$ cat src/rtl/wb_retire_pkg.sv
// Shared opcode/funct constants and retire-entry types for the writeback stage
// and the decode-stage hazard logic.
package wb_retire_pkg;

    localparam int REGFILE_SIZE = 32;

    localparam logic [5:0] R_FORM = 6'h00;
    localparam logic [5:0] BGEZ   = 6'h01;
    localparam logic [5:0] J      = 6'h02;
    localparam logic [5:0] JAL    = 6'h03;
    localparam logic [5:0] BEQ    = 6'h04;
    localparam logic [5:0] BNE    = 6'h05;
    localparam logic [5:0] BLEZ   = 6'h06;
    localparam logic [5:0] BGTZ   = 6'h07;
    localparam logic [5:0] SW     = 6'h2B;

    localparam logic [5:0] JR     = 6'h08;
    localparam logic [5:0] MTHI   = 6'h11;
    localparam logic [5:0] MTLO   = 6'h13;
    localparam logic [5:0] MULT   = 6'h18;
    localparam logic [5:0] MULTU  = 6'h19;
    localparam logic [5:0] DIV    = 6'h1A;
    localparam logic [5:0] DIVU   = 6'h1B;

    typedef enum logic [1:0] {
        HILO_NONE = 2'd0,
        HILO_BOTH = 2'd1,
        HILO_HI   = 2'd2,
        HILO_LO   = 2'd3
    } hilo_op_t;

    typedef struct packed {
        logic        gpr_we;
        logic [4:0]  dest;
        hilo_op_t    hilo_op;
        logic [31:0] data;
        logic [31:0] hi;
    } ret_entry_t;

endpackage

$ cat src/rtl/wb_retire_dest_decode.sv
// Combinational destination decode: which GPR (if any) and which of HI/LO an
// instruction writes when it retires.
module wb_dest_decode
    import wb_retire_pkg::*;
#(
    parameter int REGFILE_SIZE = 32
) (
    input  logic [31:0] Ins,
    output logic        gpr_we,
    output logic [4:0]  dest,
    output hilo_op_t    hilo_op
);

    logic [5:0] opcode;
    logic [5:0] funct;
    logic       we_raw;
    logic       unused_fields;

    assign opcode        = Ins[31:26];
    assign funct         = Ins[5:0];
    assign unused_fields = ^{Ins[25:21], Ins[10:6]};

    always_comb begin
        we_raw  = 1'b1;
        dest    = Ins[20:16];
        hilo_op = HILO_NONE;
        case (opcode)
            R_FORM: begin
                dest = Ins[15:11];
                case (funct)
                    MULT, MULTU, DIV, DIVU: begin
                        we_raw  = 1'b0;
                        hilo_op = HILO_BOTH;
                    end
                    MTHI: begin
                        we_raw  = 1'b0;
                        hilo_op = HILO_HI;
                    end
                    MTLO: begin
                        we_raw  = 1'b0;
                        hilo_op = HILO_LO;
                    end
                    JR:      we_raw = 1'b0;
                    default: we_raw = 1'b1;
                endcase
            end
            SW, BEQ, BNE, BGEZ, BGTZ, BLEZ, J: we_raw = 1'b0;
            JAL:     dest = 5'(REGFILE_SIZE - 1);
            default: dest = Ins[20:16];
        endcase
    end

    // $0 is hardwired; suppress the write here so every consumer sees it.
    assign gpr_we = we_raw && (dest != 5'd0);

endmodule

$ cat src/rtl/wb_retire.sv
// Writeback retire buffer: small FIFO of retiring instructions draining into
// the register-file write port and the architectural HI/LO registers.
module wb_retire
    import wb_retire_pkg::*;
#(
    parameter int REGFILE_SIZE = 32,
    parameter int DEPTH        = 2
) (
    input  logic        CLK,
    input  logic        RST,
    input  logic        in_valid,
    output logic        in_ready,
    input  logic [31:0] Ins,
    input  logic [31:0] Result,
    input  logic [31:0] ResultHi,
    input  logic [31:0] Link,
    input  logic        port_busy,
    output logic        Wen,
    output logic [4:0]  Waddr,
    output logic [31:0] Wdata,
    output logic [31:0] Hi,
    output logic [31:0] Lo,
    output logic [2:0]  occ
);

    ret_entry_t  ent_q [DEPTH];
    ret_entry_t  new_ent;
    ret_entry_t  head;
    logic [1:0]  wptr, rptr;
    logic        push, pop;
    logic        dec_we;
    logic [4:0]  dec_dest;
    hilo_op_t    dec_hilo;

    wb_dest_decode #(.REGFILE_SIZE(REGFILE_SIZE)) u_dec (
        .Ins     (Ins),
        .gpr_we  (dec_we),
        .dest    (dec_dest),
        .hilo_op (dec_hilo)
    );

    always_comb begin
        new_ent         = '0;
        new_ent.gpr_we  = dec_we;
        new_ent.dest    = dec_dest;
        new_ent.hilo_op = dec_hilo;
        new_ent.data    = (Ins[31:26] == JAL) ? Link : Result;
        new_ent.hi      = ResultHi;
    end

    assign in_ready = RST && (occ < 3'(DEPTH));
    assign push     = in_valid && in_ready;
    assign pop      = (occ != 3'd0) && !port_busy;
    assign head     = ent_q[rptr];

    always_ff @(posedge CLK) begin
        if (push) ent_q[wptr] <= new_ent;
    end

    always_ff @(posedge CLK) begin
        if (!RST) begin
            wptr  <= '0;
            rptr  <= '0;
            occ   <= '0;
            Wen   <= 1'b0;
            Waddr <= '0;
            Wdata <= '0;
            Hi    <= '0;
            Lo    <= '0;
        end else begin
            if (push) wptr <= (wptr == 2'(DEPTH - 1)) ? 2'd0 : wptr + 2'd1;
            if (pop)  rptr <= (rptr == 2'(DEPTH - 1)) ? 2'd0 : rptr + 2'd1;
            occ <= occ + 3'(push) - 3'(pop);
            Wen <= pop && head.gpr_we;
            if (pop && head.gpr_we) begin
                Waddr <= head.dest;
                Wdata <= head.data;
            end
            if (pop) begin
                case (head.hilo_op)
                    HILO_BOTH: begin
                        Lo <= head.data;
                        Hi <= head.hi;
                    end
                    HILO_HI: Hi <= head.data;
                    HILO_LO: Lo <= head.data;
                    default: ;
                endcase
            end
        end
    end

endmodule

$ cat config.mk
export PLATFORM = sky130hd
export DESIGN_NAME = wb_retire
export DESIGN_NICKNAME = d
export VERILOG_FILES = /design/src/rtl/wb_retire_pkg.sv /design/src/rtl/wb_retire_dest_decode.sv /design/src/rtl/wb_retire.sv
export SDC_FILE = /design/constraint.sdc
export NUM_CORES = 1
export LEC_CHECK = 0
export CORE_ASPECT_RATIO = 1.1
export CORE_MARGIN = 1
export CORE_UTILIZATION = 28
export CTS_BUF_LIST = sky130_fd_sc_hd__clkbuf_2 sky130_fd_sc_hd__clkbuf_4 sky130_fd_sc_hd__clkbuf_8
export DETAILED_ROUTE_END_ITERATION = 6
export PLACE_DENSITY = 0.62
export SLEW_MARGIN = 30
export SYNTH_ARGS = -nofsm -noshare
export SYNTH_HDL_FRONTEND = slang
export SYNTH_HIERARCHICAL = 1
export SYNTH_SLANG_ARGS = --single-unit
$ cat constraint.sdc
create_clock -name CLK -period 4.9 [get_ports CLK]
set_input_delay 0.735 -clock CLK [delete_from_list [all_inputs] [get_ports CLK]]
set_output_delay 0.735 -clock CLK [all_outputs]
set_load 0.02 [all_outputs]
==> impl_metrics.env, run 1 <==
export IMPL_tightest_slew_ns=0.800
export IMPL_period_share_pct=55.8
export IMPL_ir_drop_v=0.000204
export IMPL_clk_latency_ns=0.54
export IMPL_cts_root_buf="clkbuf_8"
export IMPL_drive_gt1_share_pct=21.1
export IMPL_cts_made_buffers=43
export IMPL_leakage_uw=0.00505
export IMPL_seq_area_mm2=0.00649
export IMPL_crit_required_ns=4.16
export IMPL_vias=6397
export IMPL_grt_pass1_wl_um=38000
export IMPL_crit_type="flip-flop to output port"
export IMPL_seq_area_frac_synth_pct=63.6
export IMPL_areaGrowthSynthToFinish_pct=35.5
export IMPL_overflow=0
export IMPL_fmax_ghz=0.366
export IMPL_cts_resized=0
export IMPL_synth_area_leaders="edfxtp_1 (42%), dfxtp_1 (21%), mux4_2 (7.1%)"
export IMPL_h_tree_depth=2
export IMPL_cp_max_fo=4
export IMPL_yosys_cell_count_top_type="edfxtp_1"
export IMPL_synth_async_reset_ratio_pct=0
export IMPL_drtAntennaViolNets=0
export IMPL_yosysUniqueCellTypes=45
export IMPL_tns_ns=0
export IMPL_powerDensity_mw_per_mm2=456
export IMPL_cap_viol_max_count=0
export IMPL_instances_no_fill=1440
export IMPL_place_ws_ns=1.59
export IMPL_wl_per_cell_um=17.2
export IMPL_dp_hpwl_um=15700
export IMPL_viasPerCell=4.44
export IMPL_design_core_area_mm2=0.0355
export IMPL_drt_first_iter_violations=246
export IMPL_cts_path_max_buffers=3
export IMPL_dieArea_mm2=0.0372
export IMPL_grt_start_max_net_pins=73
export IMPL_cts_tree="yes"
export IMPL_multi_input_area_mm2=0.00342
export IMPL_initial_core_util_pct=28.7
export IMPL_dp_cells=1360
export IMPL_cts_sinks=252
export IMPL_setup_viol=0
export IMPL_hold_violations=0
export IMPL_drt_first_pass_iters=5
export IMPL_drc=0
export IMPL_hold_path_class="flip-flop to flip-flop"
export IMPL_track_usage_pct=13.4
export IMPL_grt_pass1_vias=6743
export IMPL_syn_avg_cell_area_um2=14.8
export IMPL_die_w_um=184
export IMPL_syn_num_nets=827
export IMPL_netlist_area_mm2=0.0102
export IMPL_fin_ws_ns=2.17
export IMPL_rsz0062_at_grt="no"
export IMPL_synth_warnings=6
export IMPL_hold_buffers=0
export IMPL_skew_ns=0.0167
export IMPL_synth_edff_count=144
export IMPL_num_io_pins=238
export IMPL_drv_slew=0
export IMPL_arrival_ns=2.00
export IMPL_postCtsSetupRepairBufs=0
export IMPL_startpoint_type="flip-flop"
export IMPL_netlist_area_leader_share_pct=42.4
export IMPL_row_count=72
export IMPL_syn_inst=690
export IMPL_wirelength_um=24800
export IMPL_relSlewSlack_pct=46.7
export IMPL_outcome="complete, no violations"
export IMPL_clkTransAtPathRegs_ns=0.06
export IMPL_ys_dominant_reg_cell="edfxtp_1"
export IMPL_final_nets=1061
export IMPL_yosysTopAreaCell="edfxtp_1"
export IMPL_crit_path_end_kind="output port"
export IMPL_nFillCells=3402
export IMPL_io_buffer_count=227
export IMPL_gp_congestion=0.685
export IMPL_ys_ff_latch=252
export IMPL_synth_commonest_cells="edfxtp_1 (144), dfxtp_1 (108), nand2_1 (97)"
export IMPL_fp_dieH_um=202
export IMPL_min_period_ns=2.73
export IMPL_antenna_found_initial=0
## per-layer routing
layer | vias up | global-route usage, % | wire (um)
li1 | 3063 | - | -
met1 | 3102 | 16.0 | 10300
met2 | 199 | 23.1 | 12400
met3 | 33 | 3.71 | 1640
met4 | 0 | 4.38 | 451
met5 | - | 0 | 0
## power by group
part | switching (uW) | internal [uW]
logic | 800 | 830
registers | 183 | 2550
clock network | 814 | 1130
## layout make-up
type	count	area share (%)
Antenna cell	1	0.0181
Clock buffer	74	6.37
Clock inverter	5	0.181
Inverter	16	0.435
Multi-Input combinational cell	376	24.8
Sequential cell	252	47.0
Tap cell	481	4.36
Timing Repair Buffer	235	16.9
## metrics by stage
step | hold slack, ns | power, uW | cell area [um2] | utilization (%)
global placement | 0.446 | 4410 | 12900 | 36.3
CTS | 0.459 | 6420 | 13800 | 38.9
floorplan | 0.480 | 3780 | 10200 | -
global route | 0.481 | 6630 | 13800 | 38.9
finish | 0.457 | 6310 | 13800 | 38.9
detailed placement | 0.452 | 4440 | 12900 | 36.3
## critical path, stage by stage, from the launching register on
cell and delay, ns:
dfxtp_1 0.46, inv_1 0.08, ha_1 0.23, and2_1 0.16, clkdlybuf4s50_1 0.53
## logic make-up (layout without fill, tap and decap cells)
| group | count (synthesis) | count (layout) | synth area share [%] |
|---|---|---|---|
| xor gates and xnor gates | 2 | 2 | 0.172 |
| adders and majority gates | 5 | 5 | 0.687 |
| muxes | 163 | 163 | 20.7 |
| and+or+nand+nor | 144 | 144 | 6.44 |
| other | 0 | 1 | 0 |
| buffers and inverters | 62 | 330 | 3.29 |
| AOI/OAI and AO/OA | 62 | 62 | 5.09 |
| DFF | 252 | 252 | 63.6 |
## flip-flops by register name (all words and copies together) (netlist names), named ones only
| signal | cells |
|---|---|
| Hi | 32 |
| occ | 3 |
| Wen | 1 |
| ent_q | 144 |
| Wdata | 32 |
| Waddr | 5 |
| Lo | 32 |
| rptr | 1 |
| wptr | 1 |
## cells in the final DEF (no fill, tap or decap), types with 16 or more instances in the layout
| master | instances |
|---|---|
| mux2i_1 | 66 |
| mux2_2 | 63 |
| inv_1 | 16 |
| clkbuf_8 | 52 |
| clkbuf_4 | 22 |
| mux4_2 | 32 |
| clkdlybuf4s50_1 | 226 |
| edfxtp_1 | 144 |
| nand2_1 | 97 |
| dfxtp_1 | 107 |
| a22o_1 | 32 |
## worst paths after layout
| path | from | slack [ns] | depth (start not counted) | endpoint |
|---|---|---|---|---|
| setup / recovery | occ[1] | 2.17 | 4 | in_ready |
| hold / removal | Lo[4] | 0.46 | 2 | Lo[4] |
| setup reg to reg | flip-flop | 2.22 | 4 | Lo[2] |
| hold reg to reg | Lo[4] | 0.46 | 2 | Lo[4] |
Note: power is estimated with default switching activity, not from simulation.
==> run 2: changes to the inputs <==
PLACE_DENSITY = 0.6   (was 0.62)
clock period = 2.85 ns   (was 4.9 ns; I/O delays follow)
==> run 2 against run 1 <==
Compared with the run above: power increased by 73%; core utilization increased by 0.28 points; worst hold slack got worse by 0.016 ns; register-to-register slack got worse by 1.7 ns; clock skew grew 0.0035 ns; critical endpoint unchanged.
==> impl_metrics.env, run 2 (same netlist as run 1, synthesis figures left out) <==
export IMPL_hold_path_class="input pin to flip-flop"
export IMPL_relSlewSlack_pct=43.9
export IMPL_startpoint_type="flip-flop"
export IMPL_grt_pass1_wl_um=38100
export IMPL_crit_slowest_cell="clkdlybuf4s50_1"
export IMPL_min_from="RST"
export IMPL_arrival_ns=1.98
export IMPL_place_ws_ns=0.386
export IMPL_drv_slew=0
export IMPL_drt_first_iter_violations=285
export IMPL_cp_max_fo=4
export IMPL_tns_ns=0
export IMPL_finalHoldWorstSlack_ns=0.441
export IMPL_wirelength_um=24700
export IMPL_outcome="complete, no violations"
export IMPL_fin_ws_ns=0.444
export IMPL_fp_dieH_um=202
export IMPL_cts_path_max_buffers=3
export IMPL_clk_latency_ns=0.55
export IMPL_design_core_area_mm2=0.0355
export IMPL_final_nets=1072
export IMPL_ir_drop_v=0.000363
export IMPL_rsz0062_at_grt="no"
export IMPL_fmax_ghz=0.416
export IMPL_final_area_mm2=0.0139
export IMPL_hold_depth=3
export IMPL_min_period_ns=2.41
export IMPL_period_share_pct=84.4
export IMPL_largest_register="ent_q"
export IMPL_dieArea_mm2=0.0372
export IMPL_vias=6453
export IMPL_crit_required_ns=2.42
export IMPL_wl_per_cell_um=17.0
export IMPL_die_w_um=184
export IMPL_grt_start_max_net_pins=76
export IMPL_cp_cell_sequence="inv_1 -> ha_1 -> and2_1 -> clkdlybuf4s50_1"
export IMPL_hold_buffers=0
export IMPL_viasPerCell=4.44
export IMPL_most_common_layout_cells="clkdlybuf4s50_1 (226), edfxtp_1 (144), dfxtp_1 (107), nand2_1 (97), mux2i_1 (66)"
export IMPL_drc=0
export IMPL_leakage_uw=0.00510
export IMPL_row_count=72
export IMPL_track_usage_pct=13.4
export IMPL_setup_viol=0
export IMPL_powerDensity_mw_per_mm2=785
export IMPL_drtAntennaViolNets=0
export IMPL_io_buffer_count=227
export IMPL_cts_made_buffers=44
export IMPL_ff2ff_path_depth=10
export IMPL_antenna_found_initial=2
export IMPL_cts_sinks=252
export IMPL_reg2reg_from="occ[1]"
export IMPL_postCtsSetupRepairBufs=0
export IMPL_drt_first_pass_iters=4
export IMPL_clkTransAtPathRegs_ns=0.06
export IMPL_reg2reg_to="occ[2]"
export IMPL_h_tree_depth=2
export IMPL_cts_tree="yes"
export IMPL_dp_hpwl_um=16200
export IMPL_cap_viol_max_count=0
export IMPL_final_common_cell="clkdlybuf4s50_1"
export IMPL_cp_slowest_stage_delay_ns=0.53
export IMPL_gp_congestion=0.715
export IMPL_initial_core_util_pct=28.7
export IMPL_grt_pass1_vias=6847
export IMPL_hold_violations=0
export IMPL_r2r_setup_slack_ns=0.54
export IMPL_tightest_slew_ns=0.842
export IMPL_skew_ns=0.0202
export IMPL_crit_start="occ[1]"
export IMPL_placed_area_mm2=0.0130
export IMPL_cts_root_buf="clkbuf_8"
export IMPL_crit_type="flip-flop to output port"
export IMPL_overflow=0
export IMPL_drive_gt1_share_pct=21.7
export IMPL_crit_path_end_kind="output port"
export IMPL_num_io_pins=238
export IMPL_cts_resized=0
export IMPL_min_to="Waddr[3]"
export IMPL_areaGrowthSynthToFinish_pct=36.5
export IMPL_largest_reg_flops=144
-- run 2: changes by cell type in the layout (fill, tap and decap cells not counted), moves of 2 or more --
cell / before / now
buf_6: 2 / 0
clkinvlp_4: 1 / 3
clkbuf_4: 22 / 17
clkinv_1: 2 / 6
buf_12: 0 / 2
buf_4: 7 / 17
clkinv_2: 2 / 4
-- run 2: power by group --
group          total, uW  switching (uW)  leakage [uW]  internal, uW
Combinational       2900            1460       0.00243          1440
Sequential          4620             235       0.00219          4390
Clock               3410            1460      0.000485          1950
-- run 2: critical path, delay by kind of cell (launching register included) --
kind,cells,cell delay [ns]
fa+ha+maj,1,0.22
buf+inv,2,0.60
flops,1,0.45
simple gates,1,0.16
-- run 2: layer usage --
layer,track usage [%],up-vias,part of all wire (%)
li1,-,3095,-
met1,15.7,3111,41
met2,22.5,203,49
met3,4.32,44,7.2
met4,5.48,0,2.5
met5,0,-,0
-- run 2: worst max-delay path by stage --
stage / cells after the start / slack [ns] / to
after floorplan: 4 / -0.51 / ent_q[1][0]
after global placement: 10 / 0.41 / occ[2]
after detailed placement: 10 / 0.39 / occ[2]
after CTS: 4 / 0.38 / in_ready
after global routing: 4 / 0.31 / in_ready
final: 4 / 0.44 / in_ready
-- run 2: through the flow --
stage	cells	utilization, %	power (uW)
after global routing	1453	39.2	11500
after detailed placement	1370	36.6	7650
final	1454	39.2	10900
after global placement	1370	36.6	7600
after CTS	1452	39.2	11100
after floorplan	690	-	6490
-- run 2: area by class of cell --
cell class,count,area [um2]
repair buffers,245,2430
clock buffers,68,830
clock inverters,14,95.1
multi-input cells,376,3410
inverters,16,60.1
well taps,481,602
fillers,3410,21600
diodes,2,5.00
flip-flops and latches,252,6490
==> run 3: changes to the inputs <==
PLACE_DENSITY = 0.62   (was 0.6)
clock period = 2 ns   (was 2.85 ns; I/O delays follow)
==> run 3 against run 2 <==
Compared with the run above: sequential share of layout area fell by 0.94 points; global-route usage is 0.47 points higher; largest cell class unchanged; clock-buffer cell count is 1 lower; largest power group unchanged; routed wire length grew 4.4%; core utilization rose by 0.86 points.
==> impl_metrics.env, run 3 (same netlist as run 1, synthesis figures left out) <==
export IMPL_grt_pass1_vias=6977
export IMPL_initial_core_util_pct=28.7
export IMPL_period_share_pct=95.6
export IMPL_crit_path_end_kind="output port"
export IMPL_ir_drop_v=0.000483
export IMPL_cts_made_buffers=44
export IMPL_postCtsSetupRepairBufs=0
export IMPL_h_tree_depth=2
export IMPL_most_common_layout_cells="clkdlybuf4s50_1 (225), edfxtp_1 (144), dfxtp_1 (104), nand2_1 (97), mux2i_1 (66)"
export IMPL_design_core_area_mm2=0.0355
export IMPL_cts_tree="yes"
export IMPL_drv_slew=0
export IMPL_clk_latency_ns=0.55
export IMPL_skew_ns=0.0181
export IMPL_largest_register="ent_q"
export IMPL_cp_slowest_stage_delay_ns=0.39
export IMPL_wl_per_cell_um=17.6
export IMPL_vias=6576
export IMPL_fmax_ghz=0.523
export IMPL_cp_max_fo=4
export IMPL_n_antenna_cell=0
export IMPL_final_nets=1089
export IMPL_num_io_pins=238
export IMPL_antenna_found_initial=1
export IMPL_viasPerCell=4.49
export IMPL_outcome="complete, no violations"
export IMPL_drt_first_pass_iters=4
export IMPL_clkTransAtPathRegs_ns=0.06
export IMPL_drt_first_iter_violations=232
export IMPL_die_w_um=184
export IMPL_rsz0062_at_grt="no"
export IMPL_setup_viol=0
export IMPL_dieArea_mm2=0.0372
export IMPL_areaGrowthSynthToFinish_pct=39.5
export IMPL_overflow=0
export IMPL_cap_viol_max_count=0
export IMPL_final_area_mm2=0.0142
export IMPL_crit_slowest_cell="dfxtp_4"
export IMPL_drc=0
export IMPL_relSlewSlack_pct=57.2
export IMPL_grt_start_max_net_pins=53
export IMPL_crit_type="flip-flop to output port"
export IMPL_final_common_cell="clkdlybuf4s50_1"
export IMPL_cts_root_buf="clkbuf_8"
export IMPL_wirelength_um=25700
export IMPL_min_period_ns=1.91
export IMPL_placed_area_mm2=0.0133
export IMPL_leakage_uw=0.00524
export IMPL_path_buf_inv=2
export IMPL_tightest_slew_ns=0.642
export IMPL_powerDensity_mw_per_mm2=1120
export IMPL_largest_reg_flops=144
export IMPL_gp_congestion=0.748
export IMPL_cp_cell_sequence="inv_2 -> ha_4 -> and2_1 -> dlygate4sd2_1"
export IMPL_row_count=72
export IMPL_grt_pass1_wl_um=39000
export IMPL_dp_hpwl_um=17700
export IMPL_hold_violations=0
export IMPL_crit_required_ns=1.70
export IMPL_final_core_util_pct=40.1
export IMPL_cts_sinks=252
export IMPL_track_usage_pct=13.9
export IMPL_instances_no_fill=1466
export IMPL_arrival_ns=1.61
export IMPL_io_buffer_count=227
export IMPL_fp_dieH_um=202
export IMPL_cts_path_max_buffers=3
export IMPL_hold_path_class="input pin to flip-flop"
export IMPL_crit_family="flip-flops"
export IMPL_dp_cells=1387
export IMPL_drive_gt1_share_pct=24.0
export IMPL_drtAntennaViolNets=0
export IMPL_startpoint_type="flip-flop"
## run 3: final timing paths
kind | startpoint | to | slack [ns] | cells past startpoint
worst min register to register | Wdata[6] | Wdata[6] | 0.46 | 2
worst min-delay path | RST | occ[1] | 0.30 | 4
worst max register to register | occ[1] | occ[1] | 0.10 | 9
worst max-delay path | occ[1] | in_ready | 0.09 | 4
## run 3: power by group
group	total (uW)	internal, uW	switching, uW
Sequential	6580	6260	327
Clock	4850	2820	2030
Combinational	4420	2270	2150
Total	15900	11300	4510
## run 3: per-stage QoR
| step | setup TNS (ns) | hold WS, ns | setup slack (ns) | total power [uW] |
|---|---|---|---|---|
| detailed placement | -10.06 | 0.451 | -0.179 | 11200 |
| global placement | -8.45 | 0.447 | -0.167 | 11200 |
| CTS | 0 | 0.261 | 0.0206 | 16100 |
| global route | 0 | 0.292 | 0.000641 | 16600 |
| floorplan | -31.06 | 0.399 | -0.197 | 9380 |
| finish | 0 | 0.302 | 0.0876 | 15900 |
## run 3: worst reg2reg max path: cells and delay by family (launching register included)
| family | cells | cell delay [ns] |
|---|---|---|
| adder cells (fa/ha/maj) | 3 | 0.89 |
| buffers and inverters | 3 | 0.15 |
| flip-flops | 1 | 0.37 |
| AND/OR/NAND/NOR | 3 | 0.40 |
## run 3: metal layers
layer / global-route usage (%) / part of all wire, %
met2: 24.0 / 49
met5: 0 / 0.043
met3: 4.68 / 8.2
met1: 15.6 / 40
met4: 5.45 / 2.7
## run 3: cell type report
type	instances	area [um2]
clock buffers	67	803
clock inverters	12	109
fillers	3365	21300
inverters	16	60.1
multi-input cells	376	3440
flip-flops and latches	252	6500
well taps	481	602
repair buffers	262	2710
## run 3: timing repair
action                     in CTS  in global routing
setup endpoints to repair       1                  0
resized for setup               1                  0
hold buffers                    0                  0
